## config.mk

```make
export PLATFORM = sky130hd
export DESIGN_NAME = axi4_lite_csr_master_flat
export DESIGN_NICKNAME = d
export VERILOG_FILES = /design/src/rtl/axi4_lite_csr_master_pkg.sv /design/src/rtl/axi4_lite_if.sv /design/src/rtl/axi4_lite_wdt.sv /design/src/rtl/axi4_lite_csr_master.sv /design/src/flat_wrapper.sv
export SDC_FILE = /design/constraint.sdc
export NUM_CORES = 1
export LEC_CHECK = 0
export BUFFER_PORTS_ARGS = -buffer_cell sky130_fd_sc_hd__buf_2
export CORE_ASPECT_RATIO = 1.1
export CORE_MARGIN = 2
export CORE_UTILIZATION = 35
export DETAILED_ROUTE_END_ITERATION = 7
export MAX_ROUTING_LAYER = met4
export PLACE_DENSITY = 0.76
export SETUP_SLACK_MARGIN = 0.2
export SLEW_MARGIN = 40
export SYNTH_ARGS = -nofsm -noshare
export SYNTH_HDL_FRONTEND = slang
export SYNTH_SLANG_ARGS = --single-unit
```

## constraint.sdc

```tcl
create_clock -name clk_i -period 2 [get_ports clk_i]
set_input_delay 0.1 -clock clk_i [delete_from_list [all_inputs] [get_ports clk_i]]
set_output_delay 0.1 -clock clk_i [all_outputs]
set_load 0.05 [all_outputs]
```

## src/rtl/axi4_lite_csr_master_pkg.sv

```systemverilog
// Shared types for the AXI4-Lite CSR initiator: FSM state encoding and AXI response codes.
package axi4_lite_csr_master_pkg;

  typedef enum logic [2:0] {
    IDLE,
    WR_REQ,
    WR_RESP,
    RD_REQ,
    RD_DATA,
    RESP
  } state_e;

  localparam logic [1:0] AXI_RESP_OKAY   = 2'b00;
  localparam logic [1:0] AXI_RESP_EXOKAY = 2'b01;
  localparam logic [1:0] AXI_RESP_SLVERR = 2'b10;
  localparam logic [1:0] AXI_RESP_DECERR = 2'b11;

endpackage

```

## src/rtl/axi4_lite_if.sv

```systemverilog
// AXI4-Lite bus bundle with master and slave views.
interface axi4_lite_if #(
  parameter int unsigned ADDR_WIDTH = 8,
  parameter int unsigned DATA_WIDTH = 32
);
  logic [ADDR_WIDTH-1:0]   awaddr;
  logic [2:0]              awprot;
  logic                    awvalid;
  logic                    awready;
  logic [DATA_WIDTH-1:0]   wdata;
  logic [DATA_WIDTH/8-1:0] wstrb;
  logic                    wvalid;
  logic                    wready;
  logic [1:0]              bresp;
  logic                    bvalid;
  logic                    bready;
  logic [ADDR_WIDTH-1:0]   araddr;
  logic [2:0]              arprot;
  logic                    arvalid;
  logic                    arready;
  logic [DATA_WIDTH-1:0]   rdata;
  logic [1:0]              rresp;
  logic                    rvalid;
  logic                    rready;

  modport master (
    output awaddr, awprot, awvalid, input awready,
    output wdata, wstrb, wvalid, input wready,
    input bresp, bvalid, output bready,
    output araddr, arprot, arvalid, input arready,
    input rdata, rresp, rvalid, output rready
  );

  modport slave (
    input awaddr, awprot, awvalid, output awready,
    input wdata, wstrb, wvalid, output wready,
    output bresp, bvalid, input bready,
    input araddr, arprot, arvalid, output arready,
    output rdata, rresp, rvalid, input rready
  );
endinterface

```

## src/rtl/axi4_lite_wdt.sv

```systemverilog
// Transaction watchdog: counts enabled cycles since the last clear, flags expiry at LIMIT-1.
// Only built with AXI4_LITE_CSR_MASTER_TIMEOUT_EN; expiry is combinational from the count register.
`ifdef AXI4_LITE_CSR_MASTER_TIMEOUT_EN
module axi4_lite_wdt #(
  parameter int unsigned LIMIT = 256
) (
  input  logic clk_i,
  input  logic rst_n_i,
  input  logic clr_i,
  input  logic en_i,
  output logic expired_o
);
  localparam int unsigned CNT_W = (LIMIT > 1) ? $clog2(LIMIT) : 1;

  logic [CNT_W-1:0] cnt_q;

  assign expired_o = en_i && (cnt_q == CNT_W'(LIMIT - 1));

  always_ff @(posedge clk_i or negedge rst_n_i) begin
    if (!rst_n_i) begin
      cnt_q <= '0;
    end else if (clr_i) begin
      cnt_q <= '0;
    end else if (en_i && !expired_o) begin
      cnt_q <= cnt_q + 1'b1;
    end
  end
endmodule
`endif

```

## src/rtl/axi4_lite_csr_master.sv

```systemverilog
// Single-outstanding AXI4-Lite initiator for CSR commands; fast-slave latency 3 cycles accept->rsp.
// Stalls on the AXI side until handshakes and holds rsp until rsp_ready_i; AXI4_LITE_CSR_MASTER_TIMEOUT_EN adds a watchdog.
module axi4_lite_csr_master
  import axi4_lite_csr_master_pkg::*;
#(
  parameter int unsigned DATA_WIDTH     = 32,
  parameter int unsigned ADDR_WIDTH     = 8,
  parameter int unsigned TIMEOUT_CYCLES = 256
) (
  input  logic                    clk_i,
  input  logic                    rst_n_i,
  input  logic                    cmd_valid_i,
  output logic                    cmd_ready_o,
  input  logic                    cmd_write_i,
  input  logic [ADDR_WIDTH-1:0]   cmd_addr_i,
  input  logic [DATA_WIDTH-1:0]   cmd_wdata_i,
  input  logic [DATA_WIDTH/8-1:0] cmd_wstrb_i,
  output logic                    rsp_valid_o,
  input  logic                    rsp_ready_i,
  output logic                    rsp_write_o,
  output logic [DATA_WIDTH-1:0]   rsp_rdata_o,
  output logic [1:0]              rsp_resp_o,
  output logic                    rsp_timeout_o,
  output logic                    busy_o,
  axi4_lite_if.master             csr_if
);
  localparam int unsigned STRB_WIDTH = DATA_WIDTH / 8;

  if ((DATA_WIDTH % 8) != 0 || TIMEOUT_CYCLES < 2) begin : g_bad_params
    $error("axi4_lite_csr_master: DATA_WIDTH must be a multiple of 8 and TIMEOUT_CYCLES >= 2");
  end

  state_e state_q, state_d;

  logic [ADDR_WIDTH-1:0] addr_q;
  logic [DATA_WIDTH-1:0] wdata_q;
  logic [STRB_WIDTH-1:0] wstrb_q;
  logic                  write_q;
  logic awvalid_q, wvalid_q, arvalid_q, bready_q, rready_q;
  logic aw_done_q, w_done_q;
  logic rsp_valid_q, rsp_write_q;
  logic [DATA_WIDTH-1:0] rsp_rdata_q;
  logic [1:0]            rsp_resp_q;

  logic cmd_accept, aw_hs, w_hs, ar_hs, b_hs, r_hs, aw_done_d, w_done_d;
  logic timeout_hit, timeout_fire;

  assign cmd_ready_o = (state_q == IDLE);
  assign busy_o      = (state_q != IDLE);
  assign cmd_accept  = cmd_valid_i && cmd_ready_o;

  assign aw_hs     = awvalid_q && csr_if.awready;
  assign w_hs      = wvalid_q && csr_if.wready;
  assign ar_hs     = arvalid_q && csr_if.arready;
  assign b_hs      = bready_q && csr_if.bvalid;
  assign r_hs      = rready_q && csr_if.rvalid;
  assign aw_done_d = aw_done_q || aw_hs;
  assign w_done_d  = w_done_q || w_hs;

  always_comb begin
    state_d      = state_q;
    timeout_fire = 1'b0;
    unique case (state_q)
      IDLE:    if (cmd_accept) state_d = cmd_write_i ? WR_REQ : RD_REQ;
      WR_REQ:  if (aw_done_d && w_done_d) state_d = WR_RESP;
      WR_RESP: if (b_hs) state_d = RESP;
      RD_REQ:  if (ar_hs) state_d = RD_DATA;
      RD_DATA: if (r_hs) state_d = RESP;
      RESP:    if (rsp_ready_i) state_d = IDLE;
      default: state_d = IDLE;
    endcase
    // A handshake landing on the expiry cycle wins over the watchdog.
    if (timeout_hit && (state_d == state_q)) begin
      state_d      = RESP;
      timeout_fire = 1'b1;
    end
  end

  always_ff @(posedge clk_i or negedge rst_n_i) begin
    if (!rst_n_i) begin
      state_q <= IDLE;
    end else begin
      state_q <= state_d;
    end
  end

  always_ff @(posedge clk_i or negedge rst_n_i) begin
    if (!rst_n_i) begin
      addr_q      <= '0;
      wdata_q     <= '0;
      wstrb_q     <= '0;
      write_q     <= 1'b0;
      awvalid_q   <= 1'b0;
      wvalid_q    <= 1'b0;
      arvalid_q   <= 1'b0;
      bready_q    <= 1'b0;
      rready_q    <= 1'b0;
      aw_done_q   <= 1'b0;
      w_done_q    <= 1'b0;
      rsp_valid_q <= 1'b0;
      rsp_write_q <= 1'b0;
      rsp_rdata_q <= '0;
      rsp_resp_q  <= AXI_RESP_OKAY;
    end else begin
      if (cmd_accept) begin
        addr_q  <= cmd_addr_i;
        wdata_q <= cmd_wdata_i;
        wstrb_q <= cmd_wstrb_i;
        write_q <= cmd_write_i;
      end
      // AW and W retire independently; each valid drops the cycle after its own handshake.
      aw_done_q   <= (state_d == WR_REQ) && aw_done_d;
      w_done_q    <= (state_d == WR_REQ) && w_done_d;
      awvalid_q   <= (state_d == WR_REQ) && !aw_done_d;
      wvalid_q    <= (state_d == WR_REQ) && !w_done_d;
      arvalid_q   <= (state_d == RD_REQ);
      bready_q    <= (state_d == WR_RESP);
      rready_q    <= (state_d == RD_DATA);
      rsp_valid_q <= (state_d == RESP);
      if (b_hs) begin
        rsp_resp_q  <= csr_if.bresp;
        rsp_rdata_q <= '0;
        rsp_write_q <= 1'b1;
      end else if (r_hs) begin
        rsp_resp_q  <= csr_if.rresp;
        rsp_rdata_q <= csr_if.rdata;
        rsp_write_q <= 1'b0;
      end else if (timeout_fire) begin
        rsp_resp_q  <= AXI_RESP_SLVERR;
        rsp_rdata_q <= '0;
        rsp_write_q <= write_q;
      end
    end
  end

`ifdef AXI4_LITE_CSR_MASTER_TIMEOUT_EN
  logic wdt_en;
  logic rsp_timeout_q;

  assign wdt_en = state_q inside {WR_REQ, WR_RESP, RD_REQ, RD_DATA};

  axi4_lite_wdt #(
    .LIMIT (TIMEOUT_CYCLES)
  ) u_wdt (
    .clk_i     (clk_i),
    .rst_n_i   (rst_n_i),
    .clr_i     (state_d != state_q),
    .en_i      (wdt_en),
    .expired_o (timeout_hit)
  );

  always_ff @(posedge clk_i or negedge rst_n_i) begin
    if (!rst_n_i) begin
      rsp_timeout_q <= 1'b0;
    end else if (b_hs || r_hs) begin
      rsp_timeout_q <= 1'b0;
    end else if (timeout_fire) begin
      rsp_timeout_q <= 1'b1;
    end
  end

  assign rsp_timeout_o = rsp_timeout_q;
`else
  assign timeout_hit   = 1'b0;
  assign rsp_timeout_o = 1'b0;
`endif

  assign rsp_valid_o = rsp_valid_q;
  assign rsp_write_o = rsp_write_q;
  assign rsp_rdata_o = rsp_rdata_q;
  assign rsp_resp_o  = rsp_resp_q;

  assign csr_if.awaddr  = addr_q;
  assign csr_if.awprot  = 3'b000;
  assign csr_if.awvalid = awvalid_q;
  assign csr_if.wdata   = wdata_q;
  assign csr_if.wstrb   = wstrb_q;
  assign csr_if.wvalid  = wvalid_q;
  assign csr_if.bready  = bready_q;
  assign csr_if.araddr  = addr_q;
  assign csr_if.arprot  = 3'b000;
  assign csr_if.arvalid = arvalid_q;
  assign csr_if.rready  = rready_q;

endmodule

```

## src/flat_wrapper.sv

```systemverilog
// flat-port wrapper written by rule: the top's interface ports become plain ports
module axi4_lite_csr_master_flat import axi4_lite_csr_master_pkg::*;
#(
  parameter int unsigned DATA_WIDTH     = 32,
  parameter int unsigned ADDR_WIDTH     = 8,
  parameter int unsigned TIMEOUT_CYCLES = 256
)
  (clk_i, rst_n_i, cmd_valid_i, cmd_ready_o, cmd_write_i, cmd_addr_i, cmd_wdata_i, cmd_wstrb_i, rsp_valid_o, rsp_ready_i, rsp_write_o, rsp_rdata_o, rsp_resp_o, rsp_timeout_o, busy_o, csr_if_awaddr, csr_if_awprot, csr_if_awvalid, csr_if_awready, csr_if_wdata, csr_if_wstrb, csr_if_wvalid, csr_if_wready, csr_if_bresp, csr_if_bvalid, csr_if_bready, csr_if_araddr, csr_if_arprot, csr_if_arvalid, csr_if_arready, csr_if_rdata, csr_if_rresp, csr_if_rvalid, csr_if_rready);
  axi4_lite_if #(.ADDR_WIDTH(ADDR_WIDTH), .DATA_WIDTH(DATA_WIDTH)) csr_if_i ();
  input  logic clk_i;
  input  logic rst_n_i;
  input  logic cmd_valid_i;
  output logic cmd_ready_o;
  input  logic cmd_write_i;
  input  logic [ADDR_WIDTH-1:0] cmd_addr_i;
  input  logic [DATA_WIDTH-1:0] cmd_wdata_i;
  input  logic [DATA_WIDTH/8-1:0] cmd_wstrb_i;
  output logic rsp_valid_o;
  input  logic rsp_ready_i;
  output logic rsp_write_o;
  output logic [DATA_WIDTH-1:0] rsp_rdata_o;
  output logic [1:0] rsp_resp_o;
  output logic rsp_timeout_o;
  output logic busy_o;
  output wire logic [$bits(csr_if_i.awaddr)-1:0] csr_if_awaddr;
  output wire logic [$bits(csr_if_i.awprot)-1:0] csr_if_awprot;
  output wire logic [$bits(csr_if_i.awvalid)-1:0] csr_if_awvalid;
  input wire logic [$bits(csr_if_i.awready)-1:0] csr_if_awready;
  output wire logic [$bits(csr_if_i.wdata)-1:0] csr_if_wdata;
  output wire logic [$bits(csr_if_i.wstrb)-1:0] csr_if_wstrb;
  output wire logic [$bits(csr_if_i.wvalid)-1:0] csr_if_wvalid;
  input wire logic [$bits(csr_if_i.wready)-1:0] csr_if_wready;
  input wire logic [$bits(csr_if_i.bresp)-1:0] csr_if_bresp;
  input wire logic [$bits(csr_if_i.bvalid)-1:0] csr_if_bvalid;
  output wire logic [$bits(csr_if_i.bready)-1:0] csr_if_bready;
  output wire logic [$bits(csr_if_i.araddr)-1:0] csr_if_araddr;
  output wire logic [$bits(csr_if_i.arprot)-1:0] csr_if_arprot;
  output wire logic [$bits(csr_if_i.arvalid)-1:0] csr_if_arvalid;
  input wire logic [$bits(csr_if_i.arready)-1:0] csr_if_arready;
  input wire logic [$bits(csr_if_i.rdata)-1:0] csr_if_rdata;
  input wire logic [$bits(csr_if_i.rresp)-1:0] csr_if_rresp;
  input wire logic [$bits(csr_if_i.rvalid)-1:0] csr_if_rvalid;
  output wire logic [$bits(csr_if_i.rready)-1:0] csr_if_rready;
  assign csr_if_awaddr = csr_if_i.awaddr;
  assign csr_if_awprot = csr_if_i.awprot;
  assign csr_if_awvalid = csr_if_i.awvalid;
  assign csr_if_i.awready = csr_if_awready;
  assign csr_if_wdata = csr_if_i.wdata;
  assign csr_if_wstrb = csr_if_i.wstrb;
  assign csr_if_wvalid = csr_if_i.wvalid;
  assign csr_if_i.wready = csr_if_wready;
  assign csr_if_i.bresp = csr_if_bresp;
  assign csr_if_i.bvalid = csr_if_bvalid;
  assign csr_if_bready = csr_if_i.bready;
  assign csr_if_araddr = csr_if_i.araddr;
  assign csr_if_arprot = csr_if_i.arprot;
  assign csr_if_arvalid = csr_if_i.arvalid;
  assign csr_if_i.arready = csr_if_arready;
  assign csr_if_i.rdata = csr_if_rdata;
  assign csr_if_i.rresp = csr_if_rresp;
  assign csr_if_i.rvalid = csr_if_rvalid;
  assign csr_if_rready = csr_if_i.rready;
  axi4_lite_csr_master #(.DATA_WIDTH(DATA_WIDTH), .ADDR_WIDTH(ADDR_WIDTH), .TIMEOUT_CYCLES(TIMEOUT_CYCLES)) u_core (.clk_i(clk_i), .rst_n_i(rst_n_i), .cmd_valid_i(cmd_valid_i), .cmd_ready_o(cmd_ready_o), .cmd_write_i(cmd_write_i), .cmd_addr_i(cmd_addr_i), .cmd_wdata_i(cmd_wdata_i), .cmd_wstrb_i(cmd_wstrb_i), .rsp_valid_o(rsp_valid_o), .rsp_ready_i(rsp_ready_i), .rsp_write_o(rsp_write_o), .rsp_rdata_o(rsp_rdata_o), .rsp_resp_o(rsp_resp_o), .rsp_timeout_o(rsp_timeout_o), .busy_o(busy_o), .csr_if(csr_if_i));
endmodule
```

==> out/summary.txt <==
Number of max-cap violations -> 0
Maximum clock frequency -> 0.587 GHz
Reg power frac -> 0.297
Vias in the first global route -> 3298
GRT overflow -> 0
Initial Util -> 0.359
DRC viols -> 0
Hold_ws -> 0.0127 ns
Critical-path cell list -> nor3_4 > and2_2 > buf_12 > mux2_2
CTS tree -> built
Status -> completed
P_leak -> 2.79 nW
Max H-tree Level -> 3
Tmin final -> 1.70 ns
Critical path's slowest cell -> dfrtp_1
Die Area -> 0.0115 sq mm
Hold Crit Class -> in2reg
# clock sinks -> 90
Combinational power share -> 0.550
Num rows -> 39
Synthesized cell area -> 0.00371 sq mm
Post-route cell area -> 0.00558 sq mm
Synth-to-layout area growth -> 50.2%
Commonest register cell after synthesis -> dfrtp_1
Layout cells sized above 1 -> 0.446
Final nets -> 638
VDD IR max -> 0.892 mV
Drt first-iter violations -> 83
WL per Instance -> 14.1 microns
Fin crit share -> 0.851
CP Max Fanout -> 44
DRT Pass-1 Iters -> 4
Type of the worst setup path -> reg2reg
Die Ht -> 112 microns
Post-CTS Setup Inserts -> 0
Switching part of the total -> 0.513
Final setup fails -> 0
DP HPWL -> 6.66 mm
Setup_tns -> 0 ns
Register area share after synthesis -> 0.606
RSZ-0062 raised after global routing -> false
Synthesized flop and latch total -> 90
I/O Pins -> 192
YS warnings -> 0
Critical Path AT -> 1.91 ns
CP peak stage delay -> 0.49 ns
Pwr dens -> 1910 mW/mm^2
Vias -> 3165
Most common cell after layout, fill and taps aside -> buf_2
Gpl congestion -> 0.904
Switching pwr -> 5.46 mW
Drt total wl -> 9.80 mm
Final Skew -> 0.00546 ns
CTS Buf Count -> 9
GRT Total Usage -> 0.178
I/O Buffers -> 184
Post-Layout Cell Count -> 695
Inserted Diodes -> 0
Maximum number of pins on one net before global-route repair -> 48
Worst-Skew Late Latency -> 0.33 ns
DIE WIDTH -> 102 microns
Ys async rst share -> 1.00
Synth Instances -> 317
Clock power frac -> 0.153
Inst Count DP -> 623
Clk slew on worst S/H paths -> 0.06 ns
DR vias/cell -> 4.55
Commonest cells after routing, fill and taps aside -> buf_2, dfrtp_1, nand2_1
Global-route wire length before repair -> 15.5 mm
Initial antenna violation count -> 0
Core area -> 0.0103 sq mm
Dpl cell area -> 0.00472 sq mm
Distinct cell type count of the synthesized netlist -> 34
Internal power -> 5.18 mW
Crit path required time -> 2.21 ns
Maximum buffer depth of the clock tree -> 2
Antenna Violating Nets Remaining -> 0
Final Power -> 10.6 mW
Crit. End Element -> flip-flop
Pins Over Slew Limit -> 0
Number of flops mapped to enable cells by yosys -> 0
CTS Root Buffer Type -> clkbuf_16
Setup crit start kind -> flip-flop
Syn avg cell area -> 11.7 sq um
Final hold vios -> 0
## worst paths after layout
path	endpoint	cells after the start	start	slack (ns)
min in group asynchronous	u_core.csr_if.wdata[19]	2	rst_n_i	0.21
max in group asynchronous	u_core.state_q[1]	3	rst_n_i	1.16
max	u_core.csr_if.wdata[9]	4	u_core.state_q[2]	0.30
min reg2reg	u_core.csr_if.wdata[4]	1	u_core.csr_if.wdata[4]	0.48
max reg2reg	u_core.csr_if.wdata[9]	4	u_core.state_q[2]	0.30
min	u_core.rsp_rdata_o[18]	3	csr_if_rdata[18]	0.01
## cells in the mapped netlist (2+ instances only)
cell type | number | area, sq um
buf_4 | 16 | 120
inv_1 | 3 | 11.3
buf_2 | 2 | 10.0
nor2_1 | 2 | 7.51
dfrtp_1 | 90 | 2250
a21o_1 | 3 | 22.5
a21oi_1 | 36 | 180
buf_6 | 5 | 56.3
nand2_1 | 71 | 267
o21ai_0 | 4 | 20.0
clkbuf_1 | 10 | 37.5
mux2_2 | 36 | 405
mux2_1 | 8 | 90.1
nor3_1 | 4 | 20.0
nor2b_1 | 2 | 12.5
mux2i_1 | 2 | 20.0
nand4b_1 | 2 | 17.5
and2_1 | 3 | 18.8
nand3_1 | 3 | 15.0
## worst max-delay path: cells and delay by family, from the launching register on
family                 cells  cell delay, ns
muxes                      1            0.38
DFF                        1            0.49
buffers and inverters      1            0.23
and+or+nand+nor            2            0.45
## state kept, by name, indices dropped and copies added, names as in the netlist, 2 cells and up
register              flops
u_core.csr_if.wstrb       4
u_core.rsp_rdata_o       32
u_core.rsp_resp_o         2
u_core.state_q            3
u_core.csr_if.araddr      8
u_core.csr_if.wdata      32
## metrics by stage
| stage | utilization | worst slack (ns) |
|---|---|---|
| floorplan | - | 0.0762 |
| global placement | 0.456 | 0.333 |
| detailed placement | 0.456 | 0.263 |
| CTS | 0.536 | 0.248 |
| global route | 0.539 | 0.208 |
| finish | 0.539 | 0.297 |
## timing repair
action                                  in CTS  in global routing
endpoints found under the hold margin      118                  3
hold buffers                                54                  3
resized for setup                            0                  1
endpoints found under the setup margin       0                 44
## cells by family after synthesis
| kind of cell | synth area share |
|---|---|
| mux | 0.139 |
| flops | 0.606 |
| compound gates | 0.0748 |
| simple gates | 0.115 |
| other cells | 0.00101 |
| buf+inv | 0.0643 |
## layer usage
metal / vias up / global-route usage / routed length, microns
li1: 1504 / - / -
met1: 1500 / 0.202 / 3940
met2: 140 / 0.302 / 4970
met3: 21 / 0.0411 / 688
met4: 0 / 0.0684 / 210
met5: - / - / 0
## power by group through the flow
stage          clock, mW  combinational, mW  sequential, mW
4_1_cts             1.69               5.86            3.15
3_3_place_gp           0               5.70            3.13
6_report            1.63               5.85            3.16
2_1_floorplan          0               1.91            5.85
3_5_place_dp           0               5.78            3.18
5_1_grt             1.76               6.15            3.28
## layout make-up
| cell class | instances | area, sq um |
|---|---|---|
| clock buffer | 12 | 246 |
| timing repair buffer | 248 | 1600 |
| fill | 910 | 4760 |
| tap | 143 | 179 |
| clock inverter | 3 | 40.0 |
| inverter | 3 | 11.3 |
| multi-input combinational | 196 | 1250 |
| sequential | 90 | 2250 |
Note: power is estimated with default switching activity, not from simulation.
